## config.mk

```make
export PLATFORM = sky130hd
export DESIGN_NAME = fpnew_sdotp_result_collector
export DESIGN_NICKNAME = d
export VERILOG_FILES = /design/src/rtl/fpnew_sdotp_result_collector.sv
export SDC_FILE = /design/constraint.sdc
export NUM_CORES = 1
export LEC_CHECK = 0
export BUFFER_PORTS_ARGS = -buffer_cell sky130_fd_sc_hd__buf_2
export CORE_ASPECT_RATIO = 0.5
export CORE_MARGIN = 3
export CORE_UTILIZATION = 50
export DETAILED_ROUTE_END_ITERATION = 8
export GPL_TIMING_DRIVEN = 0
export PLACE_DENSITY = 0.8
export SLEW_MARGIN = 10
export SYNTH_ARGS = -nofsm -noshare
export SYNTH_HDL_FRONTEND = slang
export SYNTH_SLANG_ARGS = --single-unit
```

## constraint.sdc

```tcl
create_clock -name clk_i -period 12.2 [get_ports clk_i]
set_input_delay 2.44 -clock clk_i [delete_from_list [all_inputs] [get_ports clk_i]]
set_output_delay 2.44 -clock clk_i [all_outputs]
set_load 0.005 [all_outputs]
```

## src/rtl/fpnew_sdotp_result_collector.sv

```systemverilog
// Minimal FP format/status package used by the SDOTP result collector,
// followed by the collector itself: a small FIFO that NaN-boxes results
// at push time, keeps sticky exception flags, and drives writeback.

package fpnew_pkg;

    localparam int unsigned NUM_FP_FORMATS = 6;

    typedef enum logic [2:0] {
        FP32    = 3'd0,
        FP64    = 3'd1,
        FP16    = 3'd2,
        FP8     = 3'd3,
        FP16ALT = 3'd4,
        FP8ALT  = 3'd5
    } fp_format_e;

    typedef logic [0:NUM_FP_FORMATS-1] fmt_logic_t;

    typedef struct packed {
        logic NV;
        logic DZ;
        logic OF;
        logic UF;
        logic NX;
    } status_t;

    function automatic int unsigned fp_width(input fp_format_e fmt);
        case (fmt)
            FP32:    return 32;
            FP64:    return 64;
            FP16:    return 16;
            FP8:     return 8;
            FP16ALT: return 16;
            FP8ALT:  return 8;
            default: return 0;
        endcase
    endfunction

endpackage

module fpnew_sdotp_result_collector #(
    parameter int unsigned         FLEN           = 64,
    parameter fpnew_pkg::fmt_logic_t FpDstFmtConfig = '1,
    parameter int unsigned         Depth          = 2,
    parameter type                 TagType        = logic,
    localparam int unsigned        CntW           = $clog2(Depth + 1)
) (
    input  logic                 clk_i,
    input  logic                 rst_i,
    input  logic                 flush_i,
    input  logic                 in_valid_i,
    output logic                 in_ready_o,
    input  logic [FLEN-1:0]      result_i,
    input  fpnew_pkg::status_t   status_i,
    input  logic                 extension_bit_i,
    input  fpnew_pkg::fp_format_e dst_fmt_i,
    input  TagType               tag_i,
    output logic                 out_valid_o,
    input  logic                 out_ready_i,
    output logic [FLEN-1:0]      result_o,
    output fpnew_pkg::status_t   status_o,
    output logic                 extension_bit_o,
    output TagType               tag_o,
    output fpnew_pkg::status_t   fflags_o,
    input  logic                 fflags_clr_i,
    output logic [CntW-1:0]      count_o,
    output logic                 busy_o
);
    import fpnew_pkg::*;

    localparam int unsigned PtrW = (Depth > 1) ? $clog2(Depth) : 1;
    localparam int unsigned StW  = $bits(status_t);

    // Storage: written only on an accepted, non-flushed push
    logic [FLEN-1:0] res_mem [Depth];
    status_t         st_mem  [Depth];
    logic            ext_mem [Depth];
    TagType          tag_mem [Depth];

    logic [PtrW-1:0] rd_q, wr_q, rd_nxt, wr_nxt;
    logic [CntW-1:0] cnt_q;
    status_t         fflags_q;
    logic            push, pop;

    // Boxing masks: one term per enabled format narrower than the bus,
    // OR-chained so only the matching format contributes its upper ones.
    logic [FLEN-1:0] mask_acc [NUM_FP_FORMATS+1];
    logic [FLEN-1:0] boxed;

    assign mask_acc[0] = '0;

    for (genvar g = 0; g < NUM_FP_FORMATS; g++) begin : g_box
        localparam int unsigned W   = fp_width(fp_format_e'(g));
        localparam bit          BOX = FpDstFmtConfig[g] && (W > 0) && (W < FLEN);
        logic hit;
        assign hit = BOX && (dst_fmt_i == fp_format_e'(g));
        assign mask_acc[g+1] = mask_acc[g] | (hit ? ({FLEN{1'b1}} << W) : '0);
    end

    assign boxed = result_i | mask_acc[NUM_FP_FORMATS];

    // Handshakes; ready depends only on occupancy, never on out_ready_i
    assign in_ready_o  = (cnt_q < CntW'(Depth));
    assign out_valid_o = (cnt_q != '0);
    assign push        = in_valid_i && in_ready_o;
    assign pop         = out_valid_o && out_ready_i;

    assign rd_nxt = (rd_q == PtrW'(Depth - 1)) ? '0 : rd_q + 1'b1;
    assign wr_nxt = (wr_q == PtrW'(Depth - 1)) ? '0 : wr_q + 1'b1;

    // Sticky flag next-state: clear applies before the popped status is merged
    logic [StW-1:0] fl_next;
    always_comb begin
        fl_next = fflags_clr_i ? '0 : fflags_q;
        if (pop) fl_next = fl_next | st_mem[rd_q];
    end

    // Pointer, occupancy and sticky flag state; reset beats flush beats push/pop
    always_ff @(posedge clk_i) begin
        if (rst_i) begin
            rd_q     <= '0;
            wr_q     <= '0;
            cnt_q    <= '0;
            fflags_q <= '0;
        end else begin
            fflags_q <= status_t'(fl_next);
            if (flush_i) begin
                rd_q  <= '0;
                wr_q  <= '0;
                cnt_q <= '0;
            end else begin
                if (push) wr_q <= wr_nxt;
                if (pop)  rd_q <= rd_nxt;
                case ({push, pop})
                    2'b10:   cnt_q <= cnt_q + 1'b1;
                    2'b01:   cnt_q <= cnt_q - 1'b1;
                    default: cnt_q <= cnt_q;
                endcase
            end
        end
    end

    // Entry write: boxed result plus verbatim side data at the tail
    always_ff @(posedge clk_i) begin
        if (!rst_i && !flush_i && push) begin
            res_mem[wr_q] <= boxed;
            st_mem[wr_q]  <= status_i;
            ext_mem[wr_q] <= extension_bit_i;
            tag_mem[wr_q] <= tag_i;
        end
    end

    assign result_o        = res_mem[rd_q];
    assign status_o        = st_mem[rd_q];
    assign extension_bit_o = ext_mem[rd_q];
    assign tag_o           = tag_mem[rd_q];
    assign fflags_o        = fflags_q;
    assign count_o         = cnt_q;
    assign busy_o          = (cnt_q != '0);

endmodule

```

==> results by group, run 1 <==
Run status
  – Outcome: completed

Route
  – Routed Antenna Nets: 0
  – Overall routed net length: 11.9 mm
  – M1 WL: 4.57 mm
  – Wire per inst: 17.1 um
  – Via Count: 3442
  – Vias per cell: 4.95
  – Drt initial violations: 151
  – Max layer used: met5
  – DRT Pass-1 Iters: 5
  – Met2 WL post-DR: 6.63 mm
  – # DRC: 0
  – Metal3 WL: 489 um

Setup path
  – Worst Setup End Kind: flip-flop
  – Highest fanout seen on the critical path: 10
  – Crit Path Category: in2reg
  – Worst Path Required: around 12000 ps
  – Worst endpoint data arrival time: ~4600 ps
  – Crit start category: primary input

Place
  – DP Cell Count: 665
  – Setup WS pre-CTS: 7280 ps
  – Dpl hpwl: 8.35 mm
  – Port bufs: 160
  – Placed Area: 7130 um2
  – RD Place Congestion: between 0.7 and 0.8

Power and ir drop
  – LEAKAGE: 2.88 nW
  – Internal power: 0.960 mW
  – Clock network fraction of design power: 45.0%
  – PD cells: 155 nW/um2
  – P_sw: 0.239 mW
  – Maximum VDD drop: 91.4 uV
  – Combinational Power Share: 6.1%
  – Sequential power share: 48.9%
  – Switching part of the total power: 20.0%

Timing
  – Setup violators final: 0
  – Hold Vio Cnt, Final: 0
  – Slew Limit Fails: 0
  – Worst clock skew: 8.08 ps
  – Fin crit share: a little under two fifths
  – Slew headroom: between 50% and 60%
  – Setup ws final: 7700 ps
  – Final setup TNS: 0 ps
  – Post-layout min period: 4500 ps
  – Worst Tran Pin Value: slightly above 600 ps
  – F_max: 222 MHz
  – RSZ-0062 raised after global routing: false

Finish
  – ANT cells: 0
  – Most frequent cells in the layout: 166 x buf_2, 142 x edfxtp_1, 68 x mux2_2, 30 x or2_1, 18 x nand2b_1
  – Design Area, Final: slightly below 8000 um2
  – Final Non-Filler Cells: slightly below 700
  – Area Overhead vs Synth: 29.0%
  – Most common cell after layout, fill and taps aside: buf_2
  – NumNets Final: 606
  – Filler Cell Count: roughly 800
  – Layout cells sized above 1: 54.9%

GRT
  – Vias in the first global route: 3776
  – First-pass GRT wire length: 18.9 mm
  – GR Overflow Total: 0
  – Antenna violations before repair: 1
  – Tot GR Track Use: 18.3%
  – Largest net degree at the start of global routing: 57

Die
  – Initial cell density of the core: 52.8%
  – Standard-cell rows: 27
  – I/O Pins: 161
  – Die Y: 83.5 um
  – Die ar.: 13400 um2
  – Core Area: 11400 um2
  – Die X: between 150 and 200 um

CTS
  – Deepest clock path buffer count: 2
  – CTS Sinks: 152
  – Worst-Skew Late Latency: 410 ps
  – CTS H-tree depth: 4
  – Worst-path clk slew: 60 ps
  – Hold buffers post-CTS: 0
  – Setup Fix Bufs, Post-CTS: 0
  – Root Driver: clkbuf_16
  – Cts bufs inserted: 17
  – CTS tree: done
  – Post_cts resized: 0

Logic synthesis
  – Area leader, netlist: edfxtp_1
  – Synth top area share: 71.1%
  – Count of cell types in the netlist: 29
  – Mapped Nets: about 410
  – Register bit count reported by yosys: 152
  – Synthesis Warnings: 0
  – Synthesized area: 6000 um2
  – Post-Syn Instances: 333
  – Sequential share of the synthesized area: 74.4%
  – Synth area leaders: edfxtp_1 71%, mux2_2 13%, dfxtp_1 3.3%, or2_1 3.1%, nand2b_1 1.9%
  – Mapped Avg Cell Area: 18.0 um2

Job
  – Max-Cap Viols: 0

Hold path
  – Hold WC Path Type: reg2reg
-- per-stage QoR --
stage / total power, mW / util [%] / hold WS [ps]
final: 1.20 / 68.2 / 560
after global routing: 1.24 / 68.2 / 589
after CTS: 1.21 / 68.2 / 562
after detailed placement: 0.671 / 62.8 / 551
after global placement: 0.667 / 61.7 / 532
after floorplan: 0.635 / - / 518
-- state kept, by name, indices dropped and copies added (netlist names), named ones only --
register / flops
count_o: 2
ext_mem: 2
fflags_o: 5
rd_q: 1
res_mem: 128
st_mem: 10
tag_mem: 2
wr_q: 1
-- Yosys cell counts, drive strengths merged --
cell type and number:
nor4 1, or2b 6, xor2 1, nor3 4
and3 1, nor3b 1, nor2 6, o21a 1
a21boi 1, or2 33, clkbuf 1, o21ai 1
ha 1, nand2b 19, or3 1, buf 14
nor2b 6, mux2 71, inv 2, a21oi 6
edfxtp 142, dfxtp 10, xnor2 4
-- critical path, stage by stage --
cell	delay, ps
buf_2	100
clkbuf_1	220
nor4_2	590
buf_4	280
buf_4	180
buf_6	150
buf_4	150
buf_4	160
buf_4	170
buf_4	170
-- path summary, 6_finish.rpt --
check	cells after the start	start	slack, ps	endpoint
hold reg to reg	2	count_o[1]	560	count_o[1]
setup reg to reg	10	count_o[1]	9450	res_mem[0][8]
setup / recovery	10	rst_i	7700	res_mem[0][8]
hold / removal	2	count_o[1]	560	count_o[1]
-- logic make-up after synthesis --
| family | after synthesis | synth area share [%] |
|---|---|---|
| compound gates | 9 | 0.897 |
| mux | 71 | 13.5 |
| flops | 152 | 74.4 |
| buf+inv | 17 | 2.06 |
| xor+xnor | 5 | 0.730 |
| simple gates | 78 | 8.16 |
| fa+ha+maj | 1 | 0.209 |
-- power by group through the flow --
stage | logic (mW) | clock network, mW | registers, mW
floorplan | 0.0369 | 0 | 0.598
global route | 0.0806 | 0.574 | 0.587
global placement | 0.0677 | 0 | 0.600
CTS | 0.0741 | 0.547 | 0.586
finish | 0.0730 | 0.540 | 0.586
detailed placement | 0.0736 | 0 | 0.597
-- metal layers --
layer	vias up	global-route usage (%)
li1	1623	-
met1	1717	19.7
met2	82	34.1
met3	18	4.76
met4	2	7.73
met5	-	0
-- final cells by class --
cell class                 count  area [um2]  area share (%)
clock buffer                  17         425            5.50
tap                          159         199            2.57
timing repair buffer         173         922            11.9
buffer                        15         116            1.50
multi-input combinational    164        1420            18.4
sequential                   152        4460            57.7
clock inverter                14         181            2.34
inverter                       2        7.51          0.0970
(Power assumes the default switching activity.)
==> inputs of run 2 (changes only) <==
- ABC_AREA: default -> 1
- clock period: 12.2 -> 4.2 ns (I/O delays scaled with it)
==> results by group, run 2 <==
Hold path
  – Hold path startpoint: fflags_o[1]
  – WHS Path Cells: 2
  – Hold WC Path Type: reg2reg
  – Worst Hold Path EP: fflags_o[1]

GRT
  – Tot GR Track Use: 19.0%
  – First-pass GRT wire length: 20.3 mm
  – GR Overflow Total: 0
  – Largest net degree at the start of global routing: 29
  – Antenna violations before repair: 0
  – Vias in the first global route: 4204

Logic synthesis
  – Top-count cell post-synth: nand2_1
  – Synth area leaders: edfxtp_1 70%, nand2_1 16%, dfxtp_1 3.3%, or2_1 3.1%, inv_1 2.2%
  – Synth cell count leaders: 260 x nand2_1, 142 x edfxtp_1, 35 x inv_1
  – Mapped Avg Cell Area: 11.5 um2
  – Synth top area share: 70.1%
  – Number of synthesized flops with an enable pin: 142
  – Async set or reset register ratio after synthesis: 0%
  – Sequential share of the synthesized area: between 70% and 80%
  – Synth Flop Type: edfxtp_1
  – Synthesized area: 6090 um2
  – Register bit count reported by yosys: 152
  – Area leader, netlist: edfxtp_1
  – Mapped Nets: 609
  – Count of cell types in the netlist: 20
  – Post-Syn Instances: 528
  – Synthesis Warnings: 0

Finish
  – Design Area, Final: 7840 um2
  – Most common cell after layout, fill and taps aside: nand2_1
  – Largest Register: res_mem
  – Largest register FFs: 128
  – ANT cells: 0
  – Area Overhead vs Synth: 28.8%
  – Layout cells sized above 1: 30.9%
  – Most frequent cells in the layout: 260 x nand2_1, 164 x buf_2, 142 x edfxtp_1, 35 x inv_1, 30 x or2_1
  – NumNets Final: 795

CTS
  – CTS tree: done
  – CTS H-tree depth: 4
  – Cts bufs inserted: 17
  – Setup Fix Bufs, Post-CTS: 0
  – Worst-path clk slew: 60 ps
  – Hold buffers post-CTS: 0
  – Deepest clock path buffer count: 2
  – Root Driver: clkbuf_16
  – Worst-Skew Late Latency: 400 ps
  – CTS Sinks: 152
  – Post_cts resized: 0

Timing
  – Final hold slack: between 400 and 500 ps
  – Slew headroom: 41.5%
  – Worst clock skew: 7.11 ps
  – Setup violators final: 0
  – Post-layout min period: around 2400 ps
  – F_max: 420 MHz
  – Fin crit share: 56.6%
  – Worst Tran Pin Value: 876 ps
  – RSZ-0062 raised after global routing: false
  – Slew Limit Fails: 0
  – Hold Vio Cnt, Final: 0

Route
  – Via Count: 4117
  – Wire per inst: 14.0 um
  – Max layer used: met4
  – DRT Pass-1 Iters: 4
  – M1 WL: ~5.4 mm
  – Met2 WL post-DR: between 6 and 7 mm
  – # DRC: 0
  – Vias per cell: between 4 and 5
  – Drt initial violations: 242
  – Metal3 WL: ~450 um
  – Routed Antenna Nets: 0
  – Overall routed net length: 12.4 mm

Run status
  – Outcome: completed

Setup path
  – Crit start category: flip-flop
  – Crit Path Category: reg2out
  – Worst reg-to-reg path cell count: 4
  – Worst endpoint data arrival time: 1540 ps
  – Worst r2r src: wr_q
  – Worst Path Required: 3360 ps
  – Worst Setup End Kind: output pin
  – Flop2flop setup slack: 2280 ps
  – Worst r2r dst: res_mem[0][12]
  – Highest fanout seen on the critical path: 10

Place
  – Port bufs: 160
  – RD Place Congestion: 0.720
  – Dpl hpwl: 8.82 mm
  – Placed Area: 7250 um2

Die
  – Standard-cell rows: 27
  – I/O Pins: 161
  – Die Y: 84.0 um
  – Die X: 162 um
  – Core Area: 11400 um2
  – Die ar.: 13600 um2
  – Initial cell density of the core: between 50% and 60%

Job
  – Max-Cap Viols: 0

Power and ir drop
  – Maximum VDD drop: 266 uV
  – LEAKAGE: 3.43 nW
  – PD cells: 436 nW/um2
[run 2: report_power, final]
part / switching, mW / internal, mW / total, mW / leakage [nW]
sequential: 0.00819 / 1.70 / 1.70 / 1.37
clock: 0.571 / 0.927 / 1.50 / 0.275
combinational: 0.123 / 0.0961 / 0.219 / 1.79
total: 0.702 / 2.72 / 3.42 / 3.43
[run 2: cell families (layout without fill, tap and decap cells)]
logic type	Yosys count	after routing	synth area share (%)
AOI/OAI and AO/OA	8	8	0.658
adders and majority gates	1	1	0.206
buffers and inverters	57	255	5.12
DFF	152	152	73.4
and+or+nand+nor	310	310	20.7
[run 2: worst max-delay path by stage]
| stage | from | end |
|---|---|---|
| 2_1_floorplan | flush_i | ext_mem[0] |
| 3_3_place_gp | rst_i | res_mem[0][20] |
| 3_5_place_dp | rst_i | res_mem[0][16] |
| 4_1_cts | flip-flop | result_o[21] |
| 5_1_grt | flip-flop | result_o[21] |
| 6_report | flip-flop | result_o[50] |
[run 2: critical path: stages (launching register included)]
cell and delay [ps]:
dfxtp_1 300, buf_4 160, buf_4 210, buf_4 200, nand2_1 60, nand2_1 90, buf_2 110
[run 2: layout make-up]
type                            count  area, um2
Buffer                             20        170
Clock buffer                       18        429
Inverter                           37        141
Multi-Input combinational cell    319       1330
Fill cell                         875       3580
Timing Repair Buffer              167        948
Sequential cell                   152       4460
Clock inverter                     13        156
Tap cell                          159        199
[run 2: per-stage QoR]
stage / worst slack, ps / TNS [ps] / util [%] / cells / total power [mW]
final: 1820 / 0 / 68.6 / 885 / 3.42
after global placement: -480 / -49100 / 62.2 / 847 / 1.94
after detailed placement: 1470 / 0 / 63.5 / 854 / 1.96
after global routing: 1700 / 0 / 68.6 / 885 / 3.54
after CTS: 1800 / 0 / 68.6 / 885 / 3.45
after floorplan: 767 / 0 / - / 528 / 1.85
[run 2: metal layers]
| layer | vias up | global-route usage [%] |
|---|---|---|
| met5 | - | 0 |
| met4 | 0 | 5.57 |
| met3 | 8 | 3.67 |
| met2 | 91 | 34.0 |
| met1 | 1938 | 23.5 |
| li1 | 2080 | - |
